$ cat src/rtl/wm_stat_mon_pkg.sv
`default_nettype none
// +----------------------------------------------------------------------+
// | wm_mon_pkg : cause indices, bit-index helper, event record type       |
// | Rev 1.0                                                              |
// +----------------------------------------------------------------------+
package wm_mon_pkg;

    localparam int WM_IMISS    = 0;
    localparam int WM_OTHER    = 1;
    localparam int WM_STBWAIT  = 2;
    localparam int WM_MUL_WAIT = 3;
    localparam int WM_DIV_WAIT = 4;
    localparam int WM_FP_WAIT  = 5;
    localparam int WM_MUL_BUSY = 6;
    localparam int WM_DIV_BUSY = 7;
    localparam int WM_FP_BUSY  = 8;
    localparam int WM_LDMISS   = 9;

    localparam int WM_NTHR   = 4;
    localparam int WM_NCAUSE = 10;
    localparam int WM_TS_W   = 32;

    typedef struct packed {
        logic [WM_TS_W-1:0]             ts;
        logic [WM_NCAUSE*WM_NTHR-1:0]   vec;
    } wm_evt_t;

    function automatic int bit_idx(input int cause, input int thr, input int nthr = WM_NTHR);
        return cause * nthr + thr;
    endfunction

endpackage
`default_nettype wire

$ cat src/rtl/wm_stat_mon_if.sv
`default_nettype none
// +----------------------------------------------------------------------+
// | wm_stat_mon_if : event record valid/ready channel                    |
// | Rev 1.0                                                              |
// +----------------------------------------------------------------------+
interface wm_stat_mon_if #(
    parameter int NTHR   = 4,
    parameter int NCAUSE = 10,
    parameter int TS_W   = 32
) ();
    logic                     evt_valid;
    logic                     evt_ready;
    logic [TS_W-1:0]          evt_ts;
    logic [NCAUSE*NTHR-1:0]   evt_vec;

    modport master (output evt_valid, output evt_ts, output evt_vec, input evt_ready);
    modport slave  (input evt_valid, input evt_ts, input evt_vec, output evt_ready);
endinterface
`default_nettype wire

$ cat src/rtl/wm_evt_fifo.sv
`default_nettype none
// +----------------------------------------------------------------------+
// | wm_evt_fifo : generic first-word-fall-through synchronous FIFO       |
// | Rev 1.0                                                              |
// +----------------------------------------------------------------------+
module wm_evt_fifo #(
    parameter int  WIDTH = 72,
    parameter int  DEPTH = 8,
    localparam int AW    = $clog2(DEPTH)
) (
    input  wire logic             clk,
    input  wire logic             rst_l,
    input  wire logic             push,
    input  wire logic             pop,
    input  wire logic [WIDTH-1:0] din,
    output logic      [WIDTH-1:0] dout,
    output logic                  full,
    output logic                  empty
);
    localparam logic [AW:0] C_DEPTH = (AW+1)'(DEPTH);

    logic [WIDTH-1:0] mem_q [DEPTH];
    logic [WIDTH-1:0] mem_d [DEPTH];
    logic [AW-1:0]    wr_ptr_q, wr_ptr_d;
    logic [AW-1:0]    rd_ptr_q, rd_ptr_d;
    logic [AW:0]      count_q, count_d;
    logic             do_push, do_pop;

    assign full    = (count_q == C_DEPTH);
    assign empty   = (count_q == '0);
    assign dout    = mem_q[rd_ptr_q];
    assign do_pop  = pop && !empty;
    // A full FIFO still accepts a push when the head leaves on the same edge.
    assign do_push = push && (!full || do_pop);

    always_comb begin
        mem_d    = mem_q;
        wr_ptr_d = wr_ptr_q;
        rd_ptr_d = rd_ptr_q;
        count_d  = count_q + {{AW{1'b0}}, do_push} - {{AW{1'b0}}, do_pop};
        if (do_push) begin
            mem_d[wr_ptr_q] = din;
            wr_ptr_d        = wr_ptr_q + 1'b1;
        end
        if (do_pop) begin
            rd_ptr_d = rd_ptr_q + 1'b1;
        end
    end

    always_ff @(posedge clk or negedge rst_l) begin
        if (!rst_l) begin
            wr_ptr_q <= '0;
            rd_ptr_q <= '0;
            count_q  <= '0;
            for (int i = 0; i < DEPTH; i++) begin
                mem_q[i] <= '0;
            end
        end else begin
            wr_ptr_q <= wr_ptr_d;
            rd_ptr_q <= rd_ptr_d;
            count_q  <= count_d;
            mem_q    <= mem_d;
        end
    end
endmodule
`default_nettype wire

$ cat src/rtl/wm_stat_mon.sv
`default_nettype none
// +----------------------------------------------------------------------+
// | wm_stat_mon : per-core wait-mask stall counters and change event log |
// | Rev 1.0                                                              |
// +----------------------------------------------------------------------+
module wm_stat_mon
    import wm_mon_pkg::*;
#(
    parameter int  NTHR   = 4,
    parameter int  NCAUSE = 10,
    parameter int  CNT_W  = 16,
    parameter int  TS_W   = 32,
    parameter int  DEPTH  = 8,
    localparam int VW     = NCAUSE * NTHR,
    localparam int SEL_W  = $clog2(VW)
) (
    input  wire logic              clk,
    input  wire logic              rst_l,
    input  wire logic              en,
    input  wire logic              clr,
    input  wire logic [VW-1:0]     wait_vec,
    wm_stat_mon_if.master          evt,
    output logic                   ovf,
    output logic      [CNT_W-1:0]  drop_cnt,
    input  wire logic [SEL_W-1:0]  cnt_sel,
    output logic      [CNT_W-1:0]  cnt_data
);
    localparam logic [SEL_W:0] C_VW = (SEL_W+1)'(VW);

    logic [TS_W-1:0]  ts_q, ts_d;
    logic [VW-1:0]    old_vec_q, old_vec_d;
    logic             ovf_q, ovf_d;
    logic [CNT_W-1:0] drop_cnt_q, drop_cnt_d;
    logic [CNT_W-1:0] cnt_data_q, cnt_data_d;
    logic [CNT_W-1:0] cnt_q [VW];
    logic [CNT_W-1:0] cnt_d [VW];

    logic             chg, drop, fifo_pop, fifo_full, fifo_empty;
    logic [TS_W+VW-1:0] fifo_dout;

    assign chg      = en && (wait_vec != old_vec_q);
    assign fifo_pop = !fifo_empty && evt.evt_ready;
    assign drop     = chg && fifo_full && !fifo_pop;

    wm_evt_fifo #(
        .WIDTH (TS_W + VW),
        .DEPTH (DEPTH)
    ) u_fifo (
        .clk   (clk),
        .rst_l (rst_l),
        .push  (chg),
        .pop   (fifo_pop),
        .din   ({ts_q, wait_vec}),
        .dout  (fifo_dout),
        .full  (fifo_full),
        .empty (fifo_empty)
    );

    assign evt.evt_valid = !fifo_empty;
    assign evt.evt_ts    = fifo_empty ? '0 : fifo_dout[VW +: TS_W];
    assign evt.evt_vec   = fifo_empty ? '0 : fifo_dout[VW-1:0];
    assign ovf           = ovf_q;
    assign drop_cnt      = drop_cnt_q;
    assign cnt_data      = cnt_data_q;

    always_comb begin
        ts_d       = ts_q + 1'b1;
        old_vec_d  = en ? wait_vec : old_vec_q;
        ovf_d      = ovf_q;
        drop_cnt_d = drop_cnt_q;
        if (clr) begin
            ovf_d      = 1'b0;
            drop_cnt_d = '0;
        end else if (drop) begin
            ovf_d = 1'b1;
            if (drop_cnt_q != '1) drop_cnt_d = drop_cnt_q + 1'b1;
        end
        for (int i = 0; i < VW; i++) begin
            cnt_d[i] = cnt_q[i];
            if (clr) begin
                cnt_d[i] = '0;
            end else if (en && wait_vec[i] && (cnt_q[i] != '1)) begin
                cnt_d[i] = cnt_q[i] + 1'b1;
            end
        end
        // Readout captures the pre-update value so it lags the counter by one edge.
        cnt_data_d = '0;
        if ({1'b0, cnt_sel} < C_VW) cnt_data_d = cnt_q[cnt_sel];
    end

    always_ff @(posedge clk or negedge rst_l) begin
        if (!rst_l) begin
            ts_q       <= '0;
            old_vec_q  <= '0;
            ovf_q      <= 1'b0;
            drop_cnt_q <= '0;
            cnt_data_q <= '0;
            for (int i = 0; i < VW; i++) begin
                cnt_q[i] <= '0;
            end
        end else begin
            ts_q       <= ts_d;
            old_vec_q  <= old_vec_d;
            ovf_q      <= ovf_d;
            drop_cnt_q <= drop_cnt_d;
            cnt_data_q <= cnt_data_d;
            cnt_q      <= cnt_d;
        end
    end
endmodule
`default_nettype wire

$ cat src/flat_wrapper.sv
// flat-port wrapper written by rule: the top's interface ports become plain ports
module wm_stat_mon_flat import wm_mon_pkg::*;
#(
    parameter int  NTHR   = 4,
    parameter int  NCAUSE = 10,
    parameter int  CNT_W  = 16,
    parameter int  TS_W   = 32,
    parameter int  DEPTH  = 8,
    localparam int VW     = NCAUSE * NTHR,
    localparam int SEL_W  = $clog2(VW)
)
  (clk, rst_l, en, clr, wait_vec, ovf, drop_cnt, cnt_sel, cnt_data, evt_evt_valid, evt_evt_ts, evt_evt_vec, evt_evt_ready);
  wm_stat_mon_if #(.NTHR(NTHR), .NCAUSE(NCAUSE), .TS_W(TS_W)) evt_i ();
  input  wire logic clk;
  input  wire logic rst_l;
  input  wire logic en;
  input  wire logic clr;
  input  wire logic [VW-1:0] wait_vec;
  output logic ovf;
  output logic      [CNT_W-1:0] drop_cnt;
  input  wire logic [SEL_W-1:0] cnt_sel;
  output logic      [CNT_W-1:0] cnt_data;
  output wire logic [$bits(evt_i.evt_valid)-1:0] evt_evt_valid;
  output wire logic [$bits(evt_i.evt_ts)-1:0] evt_evt_ts;
  output wire logic [$bits(evt_i.evt_vec)-1:0] evt_evt_vec;
  input wire logic [$bits(evt_i.evt_ready)-1:0] evt_evt_ready;
  assign evt_evt_valid = evt_i.evt_valid;
  assign evt_evt_ts = evt_i.evt_ts;
  assign evt_evt_vec = evt_i.evt_vec;
  assign evt_i.evt_ready = evt_evt_ready;
  wm_stat_mon #(.NTHR(NTHR), .NCAUSE(NCAUSE), .CNT_W(CNT_W), .TS_W(TS_W), .DEPTH(DEPTH)) u_core (.clk(clk), .rst_l(rst_l), .en(en), .clr(clr), .wait_vec(wait_vec), .evt(evt_i), .ovf(ovf), .drop_cnt(drop_cnt), .cnt_sel(cnt_sel), .cnt_data(cnt_data));
endmodule
$ cat config.mk
export PLATFORM = sky130hd
export DESIGN_NAME = wm_stat_mon_flat
export DESIGN_NICKNAME = d
export VERILOG_FILES = /design/src/rtl/wm_stat_mon_pkg.sv /design/src/rtl/wm_stat_mon_if.sv /design/src/rtl/wm_evt_fifo.sv /design/src/rtl/wm_stat_mon.sv /design/src/flat_wrapper.sv
export SDC_FILE = /design/constraint.sdc
export NUM_CORES = 2
export LEC_CHECK = 0
export ABC_AREA = 1
export BUFFER_PORTS_ARGS = -buffer_cell sky130_fd_sc_hd__buf_4
export CAP_MARGIN = 20
export CORE_ASPECT_RATIO = 0.7
export CORE_MARGIN = 2
export CORE_UTILIZATION = 51
export CTS_BUF_LIST = sky130_fd_sc_hd__clkbuf_8 sky130_fd_sc_hd__clkbuf_16
export CTS_CLUSTER_SIZE = 12
export DETAILED_ROUTE_END_ITERATION = 10
export PLACE_DENSITY_LB_ADDON = 0.05
export SYNTH_ARGS = -nofsm -noshare
export SYNTH_HDL_FRONTEND = slang
export SYNTH_SLANG_ARGS = --single-unit
$ cat constraint.sdc
create_clock -name clk -period 2.55 [get_ports clk]
set_input_delay 0.3825 -clock clk [delete_from_list [all_inputs] [get_ports clk]]
set_output_delay 0.3825 -clock clk [all_outputs]
set_load 0.02 [all_outputs]
======== Word-level counts from Yosys, hierarchy flattened ========
Index checks and enable logic that the tools add are counted.
word-level totals
  register bits ........................... 1331
  input bits .............................. 51
  output and inout bits ................... 106
  word-level logic and storage cells ...... 385
cells by class
  add/sub/neg operators ................... 46
  magnitude comparators ................... 5
  equality and inequality tests ........... 43
  mux-type cells .......................... 97
  bitwise gates (word level) .............. 3
  reduce and logical (&&, ||, !) cells .... 135
operator list
  cell                                                         count
  2-to-1 mux 16 bit                                            86
  adder 16 x 1 -> 16 bit (second input constant)               41
  inequality test 16 bit (second input constant)               41
  bitwise mux 576 bit                                          1
  binary-select mux 72 bit (select 3 bit)                      1
  demux 72 bit (select 3 bit)                                  1
  2-to-1 mux 72 bit                                            3
  binary-select mux 16 bit (select 6 bit)                      1
  logical AND 1 bit                                            87
  nonzero test 2 bit                                           42
  2-to-1 mux 40 bit                                            1
  inequality test 40 bit                                       1
  adder 32 x 1 -> 32 bit (second input constant)               1
  2-to-1 mux 32 bit                                            1
  >= comparator 4 bit (second input constant)                  2
  inverter 3 -> 4 bit                                          2
  >= comparator 7 bit (second input constant)                  1
  inverter 6 -> 7 bit                                          1
  adder 3 x 1 -> 3 bit (second input constant)                 2
  less-than comparator 6 bit (second input constant)           1
  adder 4 x 1 -> 4 bit                                         1
  == test 4 bit (second input constant)                        1
  zero test 4 bit                                              1
  less-than comparator 4 x 1 -> 1 bit (second input constant)  1
  5 further kinds                                              8

======== Logic depth before layout (Yosys ltp) ========
  depth after elaboration ................. 8
  mapped depth ............................ 17
  gate-level depth less buffers ........... 17

======== Modules after synthesis ========
From an unflattened synthesis, not the netlist that was laid out.
unflattened totals
  cell total of the unflattened synthesis .. 10234
  area, all modules ....................... 74281.2 µm²
by module, submodules not included
  module       instances  cells each  area each (µm²)  sequential area each (µm²)
  wm_stat_mon  1          6348        44761.7          18642.9
  wm_evt_fifo  1          3886        29519.6          14664.1

======== Worst setup path after synthesis ========
Ideal clock, no wire load.
  path kind ............................... reg-to-reg
  start ................................... reg u_core.u_fifo.count_q[2]
  end ..................................... reg u_core.u_fifo.count_q[2]
  library setup time ...................... 0.123 ns
  arrival time ............................ 2.270 ns
  data required time ...................... 2.427 ns
  path slack .............................. 0.157 ns
  cell stages (with the launch flop) ...... 16
  path buffers ............................ 1
  clock period less this slack ............ 2.393 ns
  cell sequence ........................... dfrtp_1 inv_1 ha_1 inv_1 nor2_2 nor2_4 inv_2 nand2_2 buf_6 nand2_1 ha_1 inv_1 ha_1 inv_1 fa_1 xnor2_1
on the way
  word-level cells in the longest chain between the ends .. 8
  elaborated cells between the ends (all ways) .. 10
  classes of those cells .................. add/sub (2); eq/ne (1); reduce/logical (7)
RTL lines
  item                           line                                  text
  from (decl)                    wm_evt_fifo.sv:26                     logic [AW:0] count_q, count_d;
  from (signal assigned)         wm_evt_fifo.sv:61                     count_q <= count_d;
  zero test 4 bit (*)            wm_evt_fifo.sv:30                     assign empty = (count_q == '0);
  zero test 1 bit (*)            wm_evt_fifo.sv:32, wm_stat_mon.sv:42
  logical AND 1 bit              wm_stat_mon.sv:42                     assign fifo_pop = !fifo_empty && evt.evt_ready;
  logical AND 1 bit (*)          wm_evt_fifo.sv:32                     assign do_pop = pop && !empty;
  net u_core.u_fifo.do_pop       wm_evt_fifo.sv:27                     logic do_push, do_pop;
  logical OR 1 bit               wm_evt_fifo.sv:34                     assign do_push = push && (!full || do_pop);
  logical AND 1 bit              wm_evt_fifo.sv:34
  adder 4 x 1 -> 4 bit           wm_evt_fifo.sv:40                     count_d = count_q + {{AW{1'b0}}, do_push} - {{AW{1'b0}}, do_pop};
  subtractor 4 x 1 -> 4 bit (*)  wm_evt_fifo.sv:40
  net u_core.u_fifo.count_d[2]   wm_evt_fifo.sv:26
Mark *: on every way through the listed nets, which the timed path passes. The rest lies on a longest branch.
A chain may end at the register's enable or synchronous reset.

======== Worst setup path after layout ========
  start ................................... reg u_core.u_fifo.rd_ptr_q[0]
  end ..................................... out evt_evt_vec[0]
on the way
  word-level cells in the longest chain between the ends .. 5
RTL lines
  item                                                  line                text
  from (decl)                                           wm_evt_fifo.sv:25   logic [AW-1:0] rd_ptr_q, rd_ptr_d;
  from (signal assigned)                                wm_evt_fifo.sv:60   rd_ptr_q <= rd_ptr_d;
  inverter 3 -> 4 bit (implied by the code)             wm_evt_fifo.sv:31   assign dout = mem_q[rd_ptr_q];
  binary-select mux 72 bit (select 3 bit)               wm_evt_fifo.sv:31
  2-to-1 mux 72 bit (implied by the code) (2 in a row)  wm_evt_fifo.sv:31
  2-to-1 mux 40 bit                                     wm_stat_mon.sv:61   assign evt.evt_vec = fifo_empty ? '0 : fifo_dout[VW-1:0];
  to (decl)                                             flat_wrapper.sv:25  output wire logic [$bits(evt_i.evt_vec)-1:0] evt_evt_vec;
Every way passes these cells. The select of a mux whose other input is x is not followed.

==> results.txt <==
The residual antenna-violating net count after detailed routing came out at 0. The origin of the worst setup path is u_core.u_fifo.rd_ptr_q[0]. The count of TritonRoute iterations in the first routing pass came out at 6. The footprint of the flip-flops and latches is roughly 33000 um^2. The share of the synthesized netlist area taken by xor and xnor gates came out at 1.925%.

The relative contribution of sequential cells to total power is about a third. The starting DRC count in detailed routing came out at between 8000 and 9000. In this run the critical register-to-register path is launched from u_core.old_vec_q[35]. The synthesized instance count came out at about 9400. The clock reaches the later pin of the worst-skew pair after approximately 0.80 ns.

The number of antenna violations at the first check in global routing came out at 5. The number of inserted filler cells in the final layout came out at 12410. The minimum setup slack in the final design is -0.4969 ns. The number of global-route vias before repair is between 60000 and 70000. After floorplanning, the core was sized to cover roughly 140000 um^2. The number of vias in the routed layout is 68560.

The number of core rows is around 110. The final reports fail on setup timing. The initial core utilization came out at about half. The tool flagged a number of max-cap violations equal to 0. At the pin with the least slew margin, the transition time is 0.9458 ns.

Averaged over all synthesized cells, the footprint is 7.588 um^2. Setup violations remaining at the end of the flow were counted as 73. The global-route wire length before repair is between 300 and 400 mm. The part of the cycle the worst path needs is 119.5%.

The internal portion of the total power is approximately 48000 uW. The count of unresolved DRC violations after routing is 0. The synthesis-to-finish area growth came out at 20.16%. Summing the areas of all and, or, nand and nor instances in the mapped netlist gives 22.94% of the synthesized area. The H-tree was split into 4 levels. The CTS buffer count came out at between 100 and 150. The relative max-transition margin came out at a little under two fifths.

The highest net fanout along the worst path is 10. The area taken by multi-input logic gates came out at around 33000 um^2. The worst supply voltage drop on vdd is roughly 1.2 mV.

The post-synthesis instance area is between 70000 and 80000 um^2. The via density per instance is about 5.8. In this run the most critical hold path is launched from wait_vec[19]. The net count after synthesis is between 9000 and 10000. The number of sinks handled by clock tree synthesis is about 1300. The worst setup path is launched from a register. The die extent in y came out at between 300 and 400 um. After synthesis, the largest family of logic cells by area is simple AND/OR/NAND/NOR gates.

The highest attainable clock frequency came out at ~330 MHz. The global router's overall resource usage is approximately a third. The net switching power of the design came out at between 20000 and 30000 uW. The HPWL reported at the end of detailed placement came out at between 150 and 200 mm.

The master cell of the clock root buffer is sky130_fd_sc_hd__clkbuf_16. Power spread over the standard cell area amounts to 884.4 nW/um^2. The number of endpoints with negative hold slack in the final report came out at 0.

The count of nets after finishing is between 9000 and 10000. TritonCTS built the clock tree. The run finished, with violations left. Counting flops with an async set or reset pin after synthesis yields a share of 100.0%. The number of max-slew violations in the final report is 0. In this run switching power makes up ~37% of total power. Setup repair after global routing could not meet its margin everywhere.

The synthesis warning total came out at 0. The final total power came out at 75430 uW. The number of top-level pins is 157. The distinct cell type count after synthesis came out at between 50 and 60.

The largest net degree at the start of global routing came out at between 100 and 150. The fraction of the mapped netlist area in adder cells is less than 1%. The global route total overflow is 0. The setup total negative slack came out at -28.54 ns. The die outline area came out at about 140000 um^2.

The share of synthesized area occupied by flip-flops and latches is 46.92%. The data arrival time at the worst-slack endpoint is between 2 and 3 ns. The worst-case clock buffer depth came out at 3. Dividing the detail-routed wire length by the instance count gives between 20 and 25 um. The leakage power came out at 0.03766 uW.

The number of synthesized flops with an enable pin came out at 0. The post-route netlist has roughly an eighth of its cells at a drive strength greater than 1. The part of the total power dissipated in combinational logic came out at 38.7%. The post-route clock skew came out at between 0.015 and 0.02 ns. The critical path required time came out at about 2.2 ns.

The clock group share of total power came out at 26.8%. The fraction of the mapped netlist area in compound gates is 19.46%. At the end of routability-driven placement, the weighted congestion stood at between 0.9 and 1.

The horizontal die dimension is ~450 um. The critical path is of the register to output pin type. The count of state elements after synthesis came out at around 1300. The minimum period implied by the final worst setup slack came out at 3.047 ns. The most used flip-flop cell after synthesis is sky130_fd_sc_hd__dfrtp_1. The endpoint type of the worst setup path is an output pin.

The path class of the tightest hold or removal check is input port to register. The clock transition at the register clock pins on the worst setup and hold paths after CTS came out at around 0.06 ns. For this block, the routed nets add up to 241.0 mm of wire. The count of buffers inserted at the top-level ports came out at roughly 160. Measured against the total synthesized area, the mux share comes to 0.01410%.
cell usage in the layout (no fill, tap or decap), types with 8 or more instances in the layout:
cell                            synthesis  final
sky130_fd_sc_hd__nand3_1              697    695
sky130_fd_sc_hd__a31oi_2                2     18
sky130_fd_sc_hd__nor3_1               382    382
sky130_fd_sc_hd__o211ai_1              23     23
sky130_fd_sc_hd__nor2_2                 2     49
sky130_fd_sc_hd__buf_12                 0    115
sky130_fd_sc_hd__o21ai_0             1666   1446
sky130_fd_sc_hd__xor2_1               138    138
sky130_fd_sc_hd__inv_1                784    811
sky130_fd_sc_hd__nand4_1               55     55
sky130_fd_sc_hd__nor4_1                10     10
sky130_fd_sc_hd__dfrtp_1             1331   1329
sky130_fd_sc_hd__dlygate4sd3_1          0     31
sky130_fd_sc_hd__clkinv_2               0     10
sky130_fd_sc_hd__and3_1                22     22
sky130_fd_sc_hd__buf_6                 60     33
sky130_fd_sc_hd__o21a_1                63     63
sky130_fd_sc_hd__o21ai_1               96    270
sky130_fd_sc_hd__nor2_4                 2     33
sky130_fd_sc_hd__a31oi_1              104     88
sky130_fd_sc_hd__nand4_4                9     10
sky130_fd_sc_hd__a21oi_1              556    555
sky130_fd_sc_hd__clkbuf_16              0    155
sky130_fd_sc_hd__o221ai_1              21     21
sky130_fd_sc_hd__nand2_1             1571   1562
sky130_fd_sc_hd__nand2_2                4     10
sky130_fd_sc_hd__o21ai_2                3     43
sky130_fd_sc_hd__buf_16                 0     50
sky130_fd_sc_hd__clkinv_8               0      8
sky130_fd_sc_hd__xnor2_1               18     17
sky130_fd_sc_hd__buf_4                  2    540
sky130_fd_sc_hd__o22ai_1               79     54
sky130_fd_sc_hd__clkbuf_8               0     28
sky130_fd_sc_hd__nor2_1              1087   1009
sky130_fd_sc_hd__o22ai_2                0     25
sky130_fd_sc_hd__inv_2                 29     33
sky130_fd_sc_hd__ha_1                  50     49
sky130_fd_sc_hd__o31ai_1               13     13
sky130_fd_sc_hd__buf_8                  1     14
cells in the mapped netlist, types with 22 or more instances:
cell type | number | area [um^2]
sky130_fd_sc_hd__o21ai_0 | 1666 | 8338
sky130_fd_sc_hd__nand2_1 | 1571 | 5897
sky130_fd_sc_hd__dfrtp_1 | 1331 | 33310
sky130_fd_sc_hd__nor2_1 | 1087 | 4080
sky130_fd_sc_hd__inv_1 | 784 | 2943
sky130_fd_sc_hd__nand3_1 | 697 | 3488
sky130_fd_sc_hd__a21oi_1 | 556 | 2783
sky130_fd_sc_hd__nor3_1 | 382 | 1912
sky130_fd_sc_hd__clkbuf_1 | 306 | 1149
sky130_fd_sc_hd__xor2_1 | 138 | 1209
sky130_fd_sc_hd__a31oi_1 | 104 | 650.6
sky130_fd_sc_hd__o21ai_1 | 96 | 480.5
sky130_fd_sc_hd__buf_2 | 94 | 470.5
sky130_fd_sc_hd__o22ai_1 | 79 | 494.2
sky130_fd_sc_hd__o21a_1 | 63 | 473.0
sky130_fd_sc_hd__buf_6 | 60 | 675.7
sky130_fd_sc_hd__nand4_1 | 55 | 344.1
sky130_fd_sc_hd__ha_1 | 50 | 625.6
sky130_fd_sc_hd__buf_1 | 39 | 146.4
sky130_fd_sc_hd__inv_2 | 29 | 108.9
sky130_fd_sc_hd__o211ai_1 | 23 | 172.7
sky130_fd_sc_hd__and3_1 | 22 | 137.6
repair_timing:
item	CTS	global route
buffers inserted	57	29
pin swaps	88	97
resized for setup	358	262
cloned	47	14
hold endpoints to repair	644	0
endpoints found under the setup margin	75	154
hold buffers	31	0
critical path: stages (launching register included):
cell	delay, ns
sky130_fd_sc_hd__dfrtp_4	0.53
sky130_fd_sc_hd__buf_12	0.19
sky130_fd_sc_hd__inv_16	0.14
sky130_fd_sc_hd__buf_12	0.13
sky130_fd_sc_hd__buf_16	0.12
sky130_fd_sc_hd__o21ai_2	0.06
sky130_fd_sc_hd__o22ai_1	0.14
sky130_fd_sc_hd__o21ai_1	0.09
sky130_fd_sc_hd__a31oi_1	0.22
sky130_fd_sc_hd__buf_4	0.20
layout make-up:
cell class,count,area share (%)
repair inverters,3,0.07775
clock inverters,60,0.4665
inverters,821,3.695
repair buffers,797,10.55
clock buffers,172,4.677
diodes,4,0.01174
flip-flops and latches,1331,39.06
multi-input cells,6702,38.74
well taps,1856,2.723
power by group through the flow:
stage / sequential, uW / clock, uW / combinational (uW)
2_1_floorplan: 25700 / 0 / 12600
3_3_place_gp: 26000 / 0 / 21000
3_5_place_dp: 26100 / 0 / 21200
4_1_cts: 25800 / 20500 / 27100
5_1_grt: 26400 / 21400 / 31200
6_report: 26100 / 20200 / 29200
through the flow:
step	util [%]	std cells	instance area, um^2	hold slack, ns	worst slack (ns)
5_1_grt	61.77	11740	85290	0.02521	-0.5725
6_report	61.77	11750	85290	0.04068	-0.4969
4_1_cts	60.92	11710	84120	0.004486	-0.5498
3_3_place_gp	55.63	11340	76800	0.3278	-0.2632
2_1_floorplan	-	9354	70980	0.08691	0.1571
3_5_place_dp	55.63	11340	76800	0.3235	-0.2524
final timing paths:
path                       cells past startpoint                  endpoint  slack [ns]
max                                            9            evt_evt_vec[0]       -0.50
min                                            4      u_core.old_vec_q[19]        0.04
max reg2reg                                   17  u_core.u_fifo.count_q[1]       -0.02
min reg2reg                                    1           u_core.ts_q[31]        0.47
max in group asynchronous                      4  u_core.u_fifo.mem_q[353]        1.33
min in group asynchronous                      2  u_core.u_fifo.mem_q[547]        0.13
per-layer routing:
layer | global-route usage, % | routed length, um | vias to the layer above | share of wire [%]
li1 | - | - | 32320 | -
met1 | 52.29 | 114100 | 32990 | 47
met2 | 46.21 | 98950 | 2930 | 41
met3 | 6.470 | 22770 | 320 | 9.4
met4 | 7.916 | 5096 | 0 | 2.1
met5 | 0 | 0 | - | 0
state kept, by name (all words and copies together) (netlist names):
register and flops:
u_core.cnt_q 640, u_core.ts_q 32, u_core.u_fifo.mem_q 576, u_core.drop_cnt 16, u_core.u_fifo.wr_ptr_q 3, u_core.old_vec_q 40, u_core.u_fifo.rd_ptr_q 3, u_core.cnt_data 16
u_core.u_fifo.count_q 4, u_core.ovf 1
cell families after synthesis:
| group | after synthesis |
|---|---|
| simple gates | 3856 |
| buf+inv | 1323 |
| fa+ha+maj | 51 |
| xor+xnor | 156 |
| mux | 1 |
| flops | 1331 |
| compound gates | 2636 |
(Power assumes the default switching activity.)
